[src/rtl/line_buffer_scheduler_if.sv]
// Pixel-stream, line-buffer write and window-handshake signals of the line buffer scheduler.
// The master side is the scheduler; the slave side is its environment (upstream, buffers, consumer).
interface line_buffer_scheduler_if #(
  parameter int DATA_WIDTH = 16,
  parameter int ADDR_WIDTH = 14
);
  logic                  s_valid;
  logic                  s_ready;
  logic [DATA_WIDTH-1:0] s_data;
  logic                  we;
  logic [ADDR_WIDTH-1:0] wr_addr;
  logic [DATA_WIDTH-1:0] wr_data;
  logic                  eol;
  logic                  wr_bank;
  logic                  rd_bank;
  logic [1:0]            bank_full;
  logic                  win_start;
  logic                  win_done;

  modport master (
    input  s_valid, s_data, win_done,
    output s_ready, we, wr_addr, wr_data, eol, wr_bank, rd_bank, bank_full, win_start
  );

  modport slave (
    output s_valid, s_data, win_done,
    input  s_ready, we, wr_addr, wr_data, eol, wr_bank, rd_bank, bank_full, win_start
  );
endinterface

[src/rtl/line_buffer_scheduler.sv]
// Ping-pong line-buffer sequencer: turns a raster pixel stream into buffer writes and hands
// each completed NUM_LINES group to the window engine through a start/done handshake.
module line_buffer_scheduler #(
  parameter int NUM_LINES  = 3,
  parameter int DATA_WIDTH = 16,
  parameter int LINE_WIDTH = 28,
  parameter int ADDR_WIDTH = 14
) (
  input  logic                    clk,
  input  logic                    reset,
  line_buffer_scheduler_if.master bus
);
  localparam int LINE_CNT_W = (NUM_LINES > 1) ? $clog2(NUM_LINES) : 1;
  localparam logic [ADDR_WIDTH-1:0] LAST_COL  = ADDR_WIDTH'(LINE_WIDTH - 1);
  localparam logic [LINE_CNT_W-1:0] LAST_LINE = LINE_CNT_W'(NUM_LINES - 1);

  typedef enum logic [1:0] {IDLE, START, BUSY} rd_state_t;

  logic [ADDR_WIDTH-1:0] col;
  logic [LINE_CNT_W-1:0] line;
  logic                  fill_bank;
  logic                  wr_bank_q;
  logic                  we_q;
  logic                  eol_q;
  logic [ADDR_WIDTH-1:0] wr_addr_q;
  logic [DATA_WIDTH-1:0] wr_data_q;
  logic [1:0]            bank_full_q;
  logic [1:0]            bank_set;
  logic [1:0]            bank_clr;
  logic                  rd_bank_q;
  rd_state_t             state;
  rd_state_t             state_next;
  logic                  release_bank;
  logic                  win_start_c;
  logic                  accept;
  logic                  last_col;
  logic                  group_done;

  assign bus.s_ready = ~bank_full_q[fill_bank] & ~reset;
  assign accept      = bus.s_valid & bus.s_ready;
  assign last_col    = (col == LAST_COL);
  assign group_done  = accept & last_col & (line == LAST_LINE);

  // NOTE: sequential state uses non-blocking assignments so every register samples pre-edge values.
  always_ff @(posedge clk) begin
    if (reset) begin
      col       <= '0;
      line      <= '0;
      fill_bank <= 1'b0;
      wr_bank_q <= 1'b0;
      we_q      <= 1'b0;
      eol_q     <= 1'b0;
      wr_addr_q <= '0;
      wr_data_q <= '0;
    end else begin
      we_q      <= accept;
      eol_q     <= accept & last_col;
      // The presented write is tagged with the bank it was accepted into, one edge behind fill_bank.
      wr_bank_q <= fill_bank;
      if (accept) begin
        wr_addr_q <= col;
        wr_data_q <= bus.s_data;
        if (last_col) begin
          col  <= '0;
          line <= (line == LAST_LINE) ? '0 : line + LINE_CNT_W'(1);
        end else begin
          col <= col + ADDR_WIDTH'(1);
        end
        if (group_done) fill_bank <= ~fill_bank;
      end
    end
  end

  // NOTE: every always_comb output gets a default first so no path can infer a latch.
  always_comb begin
    bank_set = 2'b00;
    bank_clr = 2'b00;
    if (group_done)   bank_set[fill_bank] = 1'b1;
    if (release_bank) bank_clr[rd_bank_q] = 1'b1;
  end

  always_comb begin
    state_next   = state;
    release_bank = 1'b0;
    win_start_c  = 1'b0;
    case (state)
      IDLE:  if (bank_full_q[rd_bank_q]) state_next = START;
      START: begin
        win_start_c = 1'b1;
        state_next  = BUSY;
      end
      BUSY:  if (bus.win_done) begin
        release_bank = 1'b1;
        state_next   = IDLE;
      end
      default: state_next = IDLE;
    endcase
  end

  always_ff @(posedge clk) begin
    if (reset) begin
      state       <= IDLE;
      rd_bank_q   <= 1'b0;
      bank_full_q <= 2'b00;
    end else begin
      state       <= state_next;
      bank_full_q <= (bank_full_q | bank_set) & ~bank_clr;
      if (release_bank) rd_bank_q <= ~rd_bank_q;
    end
  end

  // The writer only fills a non-full bank, so it can never set the bank the reader is releasing.
  assert property (@(posedge clk) disable iff (reset) (bank_set & bank_clr) == 2'b00)
    else $error("bank set and clear collided on the same bank");

  assign bus.we        = we_q;
  assign bus.eol       = eol_q;
  assign bus.wr_addr   = wr_addr_q;
  assign bus.wr_data   = wr_data_q;
  assign bus.wr_bank   = wr_bank_q;
  assign bus.rd_bank   = rd_bank_q;
  assign bus.bank_full = bank_full_q;
  assign bus.win_start = win_start_c;
endmodule

[src/flat_wrapper.sv]
// flat-port wrapper written by rule: the top's interface ports become plain ports
module line_buffer_scheduler_flat 
#(
  parameter int NUM_LINES  = 3,
  parameter int DATA_WIDTH = 16,
  parameter int LINE_WIDTH = 28,
  parameter int ADDR_WIDTH = 14
)
  (clk, reset, bus_s_valid, bus_s_data, bus_win_done, bus_s_ready, bus_we, bus_wr_addr, bus_wr_data, bus_eol, bus_wr_bank, bus_rd_bank, bus_bank_full, bus_win_start);
  line_buffer_scheduler_if #(.DATA_WIDTH(DATA_WIDTH), .ADDR_WIDTH(ADDR_WIDTH)) bus_i ();
  input  logic clk;
  input  logic reset;
  input wire logic [$bits(bus_i.s_valid)-1:0] bus_s_valid;
  input wire logic [$bits(bus_i.s_data)-1:0] bus_s_data;
  input wire logic [$bits(bus_i.win_done)-1:0] bus_win_done;
  output wire logic [$bits(bus_i.s_ready)-1:0] bus_s_ready;
  output wire logic [$bits(bus_i.we)-1:0] bus_we;
  output wire logic [$bits(bus_i.wr_addr)-1:0] bus_wr_addr;
  output wire logic [$bits(bus_i.wr_data)-1:0] bus_wr_data;
  output wire logic [$bits(bus_i.eol)-1:0] bus_eol;
  output wire logic [$bits(bus_i.wr_bank)-1:0] bus_wr_bank;
  output wire logic [$bits(bus_i.rd_bank)-1:0] bus_rd_bank;
  output wire logic [$bits(bus_i.bank_full)-1:0] bus_bank_full;
  output wire logic [$bits(bus_i.win_start)-1:0] bus_win_start;
  assign bus_i.s_valid = bus_s_valid;
  assign bus_i.s_data = bus_s_data;
  assign bus_i.win_done = bus_win_done;
  assign bus_s_ready = bus_i.s_ready;
  assign bus_we = bus_i.we;
  assign bus_wr_addr = bus_i.wr_addr;
  assign bus_wr_data = bus_i.wr_data;
  assign bus_eol = bus_i.eol;
  assign bus_wr_bank = bus_i.wr_bank;
  assign bus_rd_bank = bus_i.rd_bank;
  assign bus_bank_full = bus_i.bank_full;
  assign bus_win_start = bus_i.win_start;
  line_buffer_scheduler #(.NUM_LINES(NUM_LINES), .DATA_WIDTH(DATA_WIDTH), .LINE_WIDTH(LINE_WIDTH), .ADDR_WIDTH(ADDR_WIDTH)) u_core (.clk(clk), .reset(reset), .bus(bus_i));
endmodule
[config.mk]
export PLATFORM = sky130hd
export DESIGN_NAME = line_buffer_scheduler_flat
export DESIGN_NICKNAME = d
export VERILOG_FILES = /design/src/rtl/line_buffer_scheduler_if.sv /design/src/rtl/line_buffer_scheduler.sv /design/src/flat_wrapper.sv
export SDC_FILE = /design/constraint.sdc
export NUM_CORES = 1
export LEC_CHECK = 0
export BUFFER_PORTS_ARGS = -buffer_cell sky130_fd_sc_hd__buf_2
export CORE_AREA = 2 2 69 71
export CTS_CLUSTER_SIZE = 30
export DETAILED_ROUTE_END_ITERATION = 7
export DIE_AREA = 0 0 71 73
export GPL_ROUTABILITY_DRIVEN = 1
export PLACE_DENSITY = 0.76
export SLEW_MARGIN = 20
export SYNTH_ARGS = -nofsm -noshare
export SYNTH_HDL_FRONTEND = slang
export SYNTH_SLANG_ARGS = --single-unit
[constraint.sdc]
create_clock -name clk -period 1.8 [get_ports clk]
set_input_delay 0.36 -clock clk [delete_from_list [all_inputs] [get_ports clk]]
set_output_delay 0.36 -clock clk [all_outputs]
set_load 0.02 [all_outputs]
* After elaboration in Yosys (flattened, before gate mapping)
Cells that the tools add are included.
** Word-level totals
- Register bits after elaboration :: 55
- Bits of input ports :: 20
** Cells by class
- Add/sub/neg operators :: 2
- $lt $le $gt $ge :: 4
- Equality and inequality tests :: 6
- Multiplexer cells :: 18
- Bitwise gates (word level) :: 11
- Reductions and logical operators :: 6
** Operator list (count)
- $add A14 B1 Y14 const B :: 1
- $eq A14 B5 Y1 const B :: 1
- $mux W14 :: 1
- $mux W2 :: 5
- $mux W1 :: 9
- $pmux W2 S3 :: 1
- $reduce_and A2 Y1 :: 3
- $and A1 B1 Y1 :: 4
- $eq A2 B2 Y1 const B :: 2
- $lt A1 B2 Y1 const B :: 2
- $not A1 Y1 :: 4
- $add A2 B1 Y2 const B :: 1
- $and A2 B2 Y2 :: 1
- $demux W1 S1 :: 2
- $eq A2 B1 Y1 const B :: 1
- $ge A1 B1 Y1 const B :: 2
- $logic_and A1 B1 Y1 :: 2
- $logic_not A2 Y1 :: 1
- $ne A2 B1 Y1 const B :: 1
- $ne A2 B2 Y1 const B :: 1
- $not A2 Y2 :: 1
- $or A2 B2 Y2 :: 1

* Longest topological paths before layout
- Depth after elaboration :: 10
- Mapped depth :: 6

* Worst setup path after synthesis
Ideal clock, no wire load.
- Kind :: input -> register
- Start point :: input reset
- End point :: register u_core.col[12]
- Library setup time :: 116 ps
- Arrival :: 1417 ps
- Required time :: 1684 ps
- Slack :: 267 ps
- Cell stages on the path :: 4
- Path buffers :: 1
- Cell sequence :: clkbuf_1 -> nand3b_1 -> or4_1 -> o211a_1
** On the way
- Longest elaborated chain between the ends :: 3
** RTL lines
- start, declared :: line flat_wrapper.sv:12 : input logic reset;
- $not A1 Y1 :: line line_buffer_scheduler.sv:39 : assign bus.s_ready = ~bank_full_q[fill_bank] & ~reset;
- $and A1 B1 Y1 :: line line_buffer_scheduler.sv:39
- $and A1 B1 Y1 :: line line_buffer_scheduler.sv:40 : assign accept = bus.s_valid & bus.s_ready;
- end signal, assigned :: line line_buffer_scheduler.sv:67 : col <= col + ADDR_WIDTH'(1);
- end, declared :: line line_buffer_scheduler.sv:19 : logic [ADDR_WIDTH-1:0] col;
Parallel ways exist; a longest one is shown, timed or not.
A chain may end at the register's enable or synchronous reset.

* Worst setup path in the final report
- Start point :: register u_core.fill_bank
- End point :: output bus_s_ready
** On the way
- Longest elaborated chain between the ends :: 4
** RTL lines
- start, declared :: line line_buffer_scheduler.sv:21 : logic fill_bank;
- start signal, assigned :: line line_buffer_scheduler.sv:69 : if (group_done) fill_bank <= ~fill_bank;
- $mux W1 (not written as such) (2 in series) :: line line_buffer_scheduler.sv:39
- $not A1 Y1 :: line line_buffer_scheduler.sv:39
- $and A1 B1 Y1 :: line line_buffer_scheduler.sv:39
- end, declared :: line flat_wrapper.sv:16 : output wire logic [$bits(bus_i.s_ready)-1:0] bus_s_ready;
No other way between the ends. The select of a mux whose other input is x is not followed.

==> run summary <==
The logs give 0 ns for the summed negative setup slack over all endpoints and 0 for the hold-fix buffer count after cts. The count of final max-slew check failures came out at 0. The global routing usage on met2 is 0.312, and the area taken by flip-flops and latches is 1100 µm². Traced cell by cell, the critical path runs through mux2_4, nor2_1, buf_2. TritonCTS built the clock tree. At the end of the flow, the number of nets in the layout was 345. Setup repair after global routing left no endpoint under its margin. The tools report the sort of element at the end of the critical path as an output port.

The cell at the slowest stage of the critical path was sky130_fd_sc_hd__dfxtp_2. The tools report the routing usage on met3 as 0.0373. Data arrives at the worst endpoint at 1.34 ns.

Most common library cell in the layout ignoring fill and taps: sky130_fd_sc_hd__nand2_1. The tools report the kind of start point of the critical path as a flip-flop. The die is 71 µm wide. The share of layout cells above drive strength 1 works out to 0.265. The cell family contributing the most delay on the critical path is flip-flops. The first global-routing pass estimated 7710 µm of wire. The initial detailed-routing violation count was 73; the ratio of final minimum period to clock period was 0.946.

Averaged over all synthesized cells, the footprint is 8.49 µm². The busiest metal layer after global routing is met2. After synthesis the netlist holds a flip-flop and latch count of 55. The logs give 0 for the max-capacitance violation count and 2 for the maximum clock insertion buffer count. Setup violations remaining at the end of the flow were counted as 0.

For this run, the leading register cell type out of synthesis is sky130_fd_sc_hd__dfxtp_1. The tools report the post-synthesis instance area as 2220 µm². Buffers inserted during clock tree synthesis total 5.

The number of top-level pins is 58, and the global placement routability congestion is 0.838. Based on the critical path, the design can be clocked at up to 587 MHz. The number of hold violations in the final report was 0.

In the final layout, the multi-input gates occupy 1030 µm². The run finished with clean final reports. Power spread over the standard cell area amounts to 757 nW/µm².

The sequential area share after synthesis is 0.497, and the total iterations of the first detailed-routing run is 4. In this run, distinct cell masters in the synthesized netlist total 39. The worst IR drop on VDD was 0.413 mV. Category of the critical setup timing path: reg -> out.

Relative to the synthesized area, the layout overhead comes to 21.7%. In the routed design, unresolved DRC markers number 0. The average vias per placed instance is 5.15.

The top cell types in the final layout, fill and taps aside, are sky130_fd_sc_hd__nand2_1, sky130_fd_sc_hd__buf_2, sky130_fd_sc_hd__dfxtp_1, sky130_fd_sc_hd__a21oi_1, sky130_fd_sc_hd__nor2_1. Maximum number of pins on one net before global-route repair: 27. The count of nets left with antenna violations once routing finished came out at 0. For the initial antenna violation count, the log shows 0. The CTS clock-pin slew for the worst setup and hold paths came out at 0.09 ns. The average wire per standard cell is 11.8 µm. For the placement-stage worst setup slack, the log shows 0.106 ns.

At the pin with the least slew margin, the transition time is 0.319 ns. In this design, the stage delay of the slowest critical-path cell is 0.39 ns. The number of global-route vias before repair came out at 1,770.

Measured along the y axis, the die boundary spans 73 µm. The tools report the met1 usage in global routing as 0.232. The logs give 0.489 for the starting utilization of the core area and 0.185 for the total global routing track utilization.

Clock tree synthesis found a total of 55 sinks. After layout, the minimum clock period comes to 1.70 ns. The sum of buffers and inverters on the critical path works out to 1. The run gives 3270 µm as the HPWL reported at the end of detailed placement. The row count is 25. The number of nets produced by synthesis came out at 282. The count of vias placed by the detailed router is 1,953, and the level count of the clock H-tree is 2.

STA puts the critical path data required time at 1.44 ns. The analysis attributes to cell leakage a power of 1.09 nW. The min-delay analysis places its worst path in the category in -> reg. Counting the fill cells in the layout gives 432. The run gives 0.00597 ns as the worst setup skew after layout. Global routing finished with a remaining overflow of 0. In this run the standard cell core region covers 4540 µm².

The cell count after synthesis came out at 261. The logs give 4490 µm for the total wire length after detailed routing and 0.0968 ns for the final worst-path setup slack. The worst max-slew margin expressed relative to the limit is 0.785, and the total die area is 5180 µm². The number of diodes added for antenna fixing came out at 0. In this run the clock root is driven by a sky130_fd_sc_hd__clkbuf_8.

The proportion of synthesized flip-flops having asynchronous set or reset works out to 0. The worst-path maximum fanout is 11, and the clock latency on the worst-skew pair is 0.30 ns. Input and output buffers added on the ports amount to 57. The count of warnings emitted by yosys is 0, and the number of enable flip-flop cells after synthesis is 0.
-- routing by layer --
layer / up-vias / share of wire
li1: 1014 / -
met1: 876 / 0.46
met3: 5 / 0.059
met5: - / 0
met4: 0 / 0.015
met2: 58 / 0.46
-- final cells by class --
type                            count  area share
Multi-Input combinational cell    187       0.380
Timing Repair Buffer               71       0.151
Clock buffer                        7      0.0283
Sequential cell                    55       0.408
Tap cell                           54      0.0250
Inverter                            4     0.00556
Clock inverter                      1     0.00185
-- kinds of logic after synthesis --
kind of cell,Yosys count,share of synthesized area
simple gates,126,0.287
flops,55,0.497
compound gates,48,0.119
buf+inv,19,0.0406
xor+xnor,9,0.0356
mux,3,0.0158
fa+ha+maj,1,0.00564
-- stage by stage --
step                power [mW]  hold slack (ns)  std cells  utilization  area (µm²)
finish                    2.04            0.282        379        0.595        2700
global route              2.12            0.299        379        0.595        2700
CTS                       2.07            0.278        379        0.594        2690
detailed placement        1.43            0.443        371        0.576        2610
global placement          1.43            0.439        371        0.576        2610
floorplan                 1.37            0.431        261            -        2220
-- worst paths after layout --
check / from / to / slack [ns] / cells after the start
min reg2reg: u_core.bus.wr_data[9]$_SDFFE_PP0N_ / u_core.bus.wr_data[9]$_SDFFE_PP0N_ / 0.45 / 2
min: bus_s_data[10] / u_core.bus.wr_data[10]$_SDFFE_PP0N_ / 0.28 / 3
max reg2reg: u_core.col[0]$_SDFFE_PP0N_ / u_core.line[0]$_SDFFE_PP0P_ / 0.14 / 5
max: u_core.fill_bank$_SDFFE_PP0P_ / bus_s_ready / 0.1 / 3
-- state kept, by name, indices dropped and copies added (netlist names) --
register and count:
u_core.bus.wr_addr 14, u_core.bus.wr_bank 1, u_core.col 14, u_core.line 2, u_core.bus.eol 1, u_core.bus.rd_bank 1
u_core.bus.wr_data 16, u_core.fill_bank 1, u_core.state 2, u_core.bus.we 1, u_core.bus.bank_full 2
-- where the power goes --
group	switching (mW)	internal [mW]	leakage (nW)
clock network	0.367	0.274	0.0422
registers	0.00998	1.24	0.446
logic	0.0977	0.0583	0.605
total	0.475	1.57	1.09
-- cell usage after synthesis (2+ instances only) --
master | instances | area (µm²)
sky130_fd_sc_hd__nand2_1 | 66 | 248
sky130_fd_sc_hd__dfxtp_1 | 55 | 1100
sky130_fd_sc_hd__a21oi_1 | 38 | 190
sky130_fd_sc_hd__nor2_1 | 20 | 75.1
sky130_fd_sc_hd__buf_2 | 8 | 40.0
sky130_fd_sc_hd__xnor2_1 | 7 | 61.3
sky130_fd_sc_hd__nand4_1 | 6 | 37.5
sky130_fd_sc_hd__clkbuf_1 | 5 | 18.8
sky130_fd_sc_hd__nor3_1 | 5 | 25.0
sky130_fd_sc_hd__or4_1 | 5 | 37.5
sky130_fd_sc_hd__nand3_1 | 4 | 20.0
sky130_fd_sc_hd__inv_1 | 3 | 11.3
sky130_fd_sc_hd__nor2b_1 | 3 | 18.8
sky130_fd_sc_hd__o31ai_1 | 3 | 22.5
sky130_fd_sc_hd__and4_1 | 2 | 17.5
sky130_fd_sc_hd__mux2i_1 | 2 | 20.0
sky130_fd_sc_hd__nand3b_1 | 2 | 15.0
sky130_fd_sc_hd__nor3b_1 | 2 | 15.0
sky130_fd_sc_hd__nor4_2 | 2 | 25.0
sky130_fd_sc_hd__nor4b_2 | 2 | 30.0
sky130_fd_sc_hd__o21ai_0 | 2 | 10.0
sky130_fd_sc_hd__xor2_1 | 2 | 17.5
-- tightest hold or removal path, delay by kind of cell --
family	cells	cell delay [ns]
AOI/OAI and AO/OA	1	0.05
buffers and inverters	1	0.10
and+or+nand+nor	1	0.04
-- repair_timing --
action | CTS | global route
endpoints found under the setup margin | 0 | 25
resized for setup | 0 | 2
setup buffers | 0 | 0
Note: power is estimated with default switching activity, not from simulation.
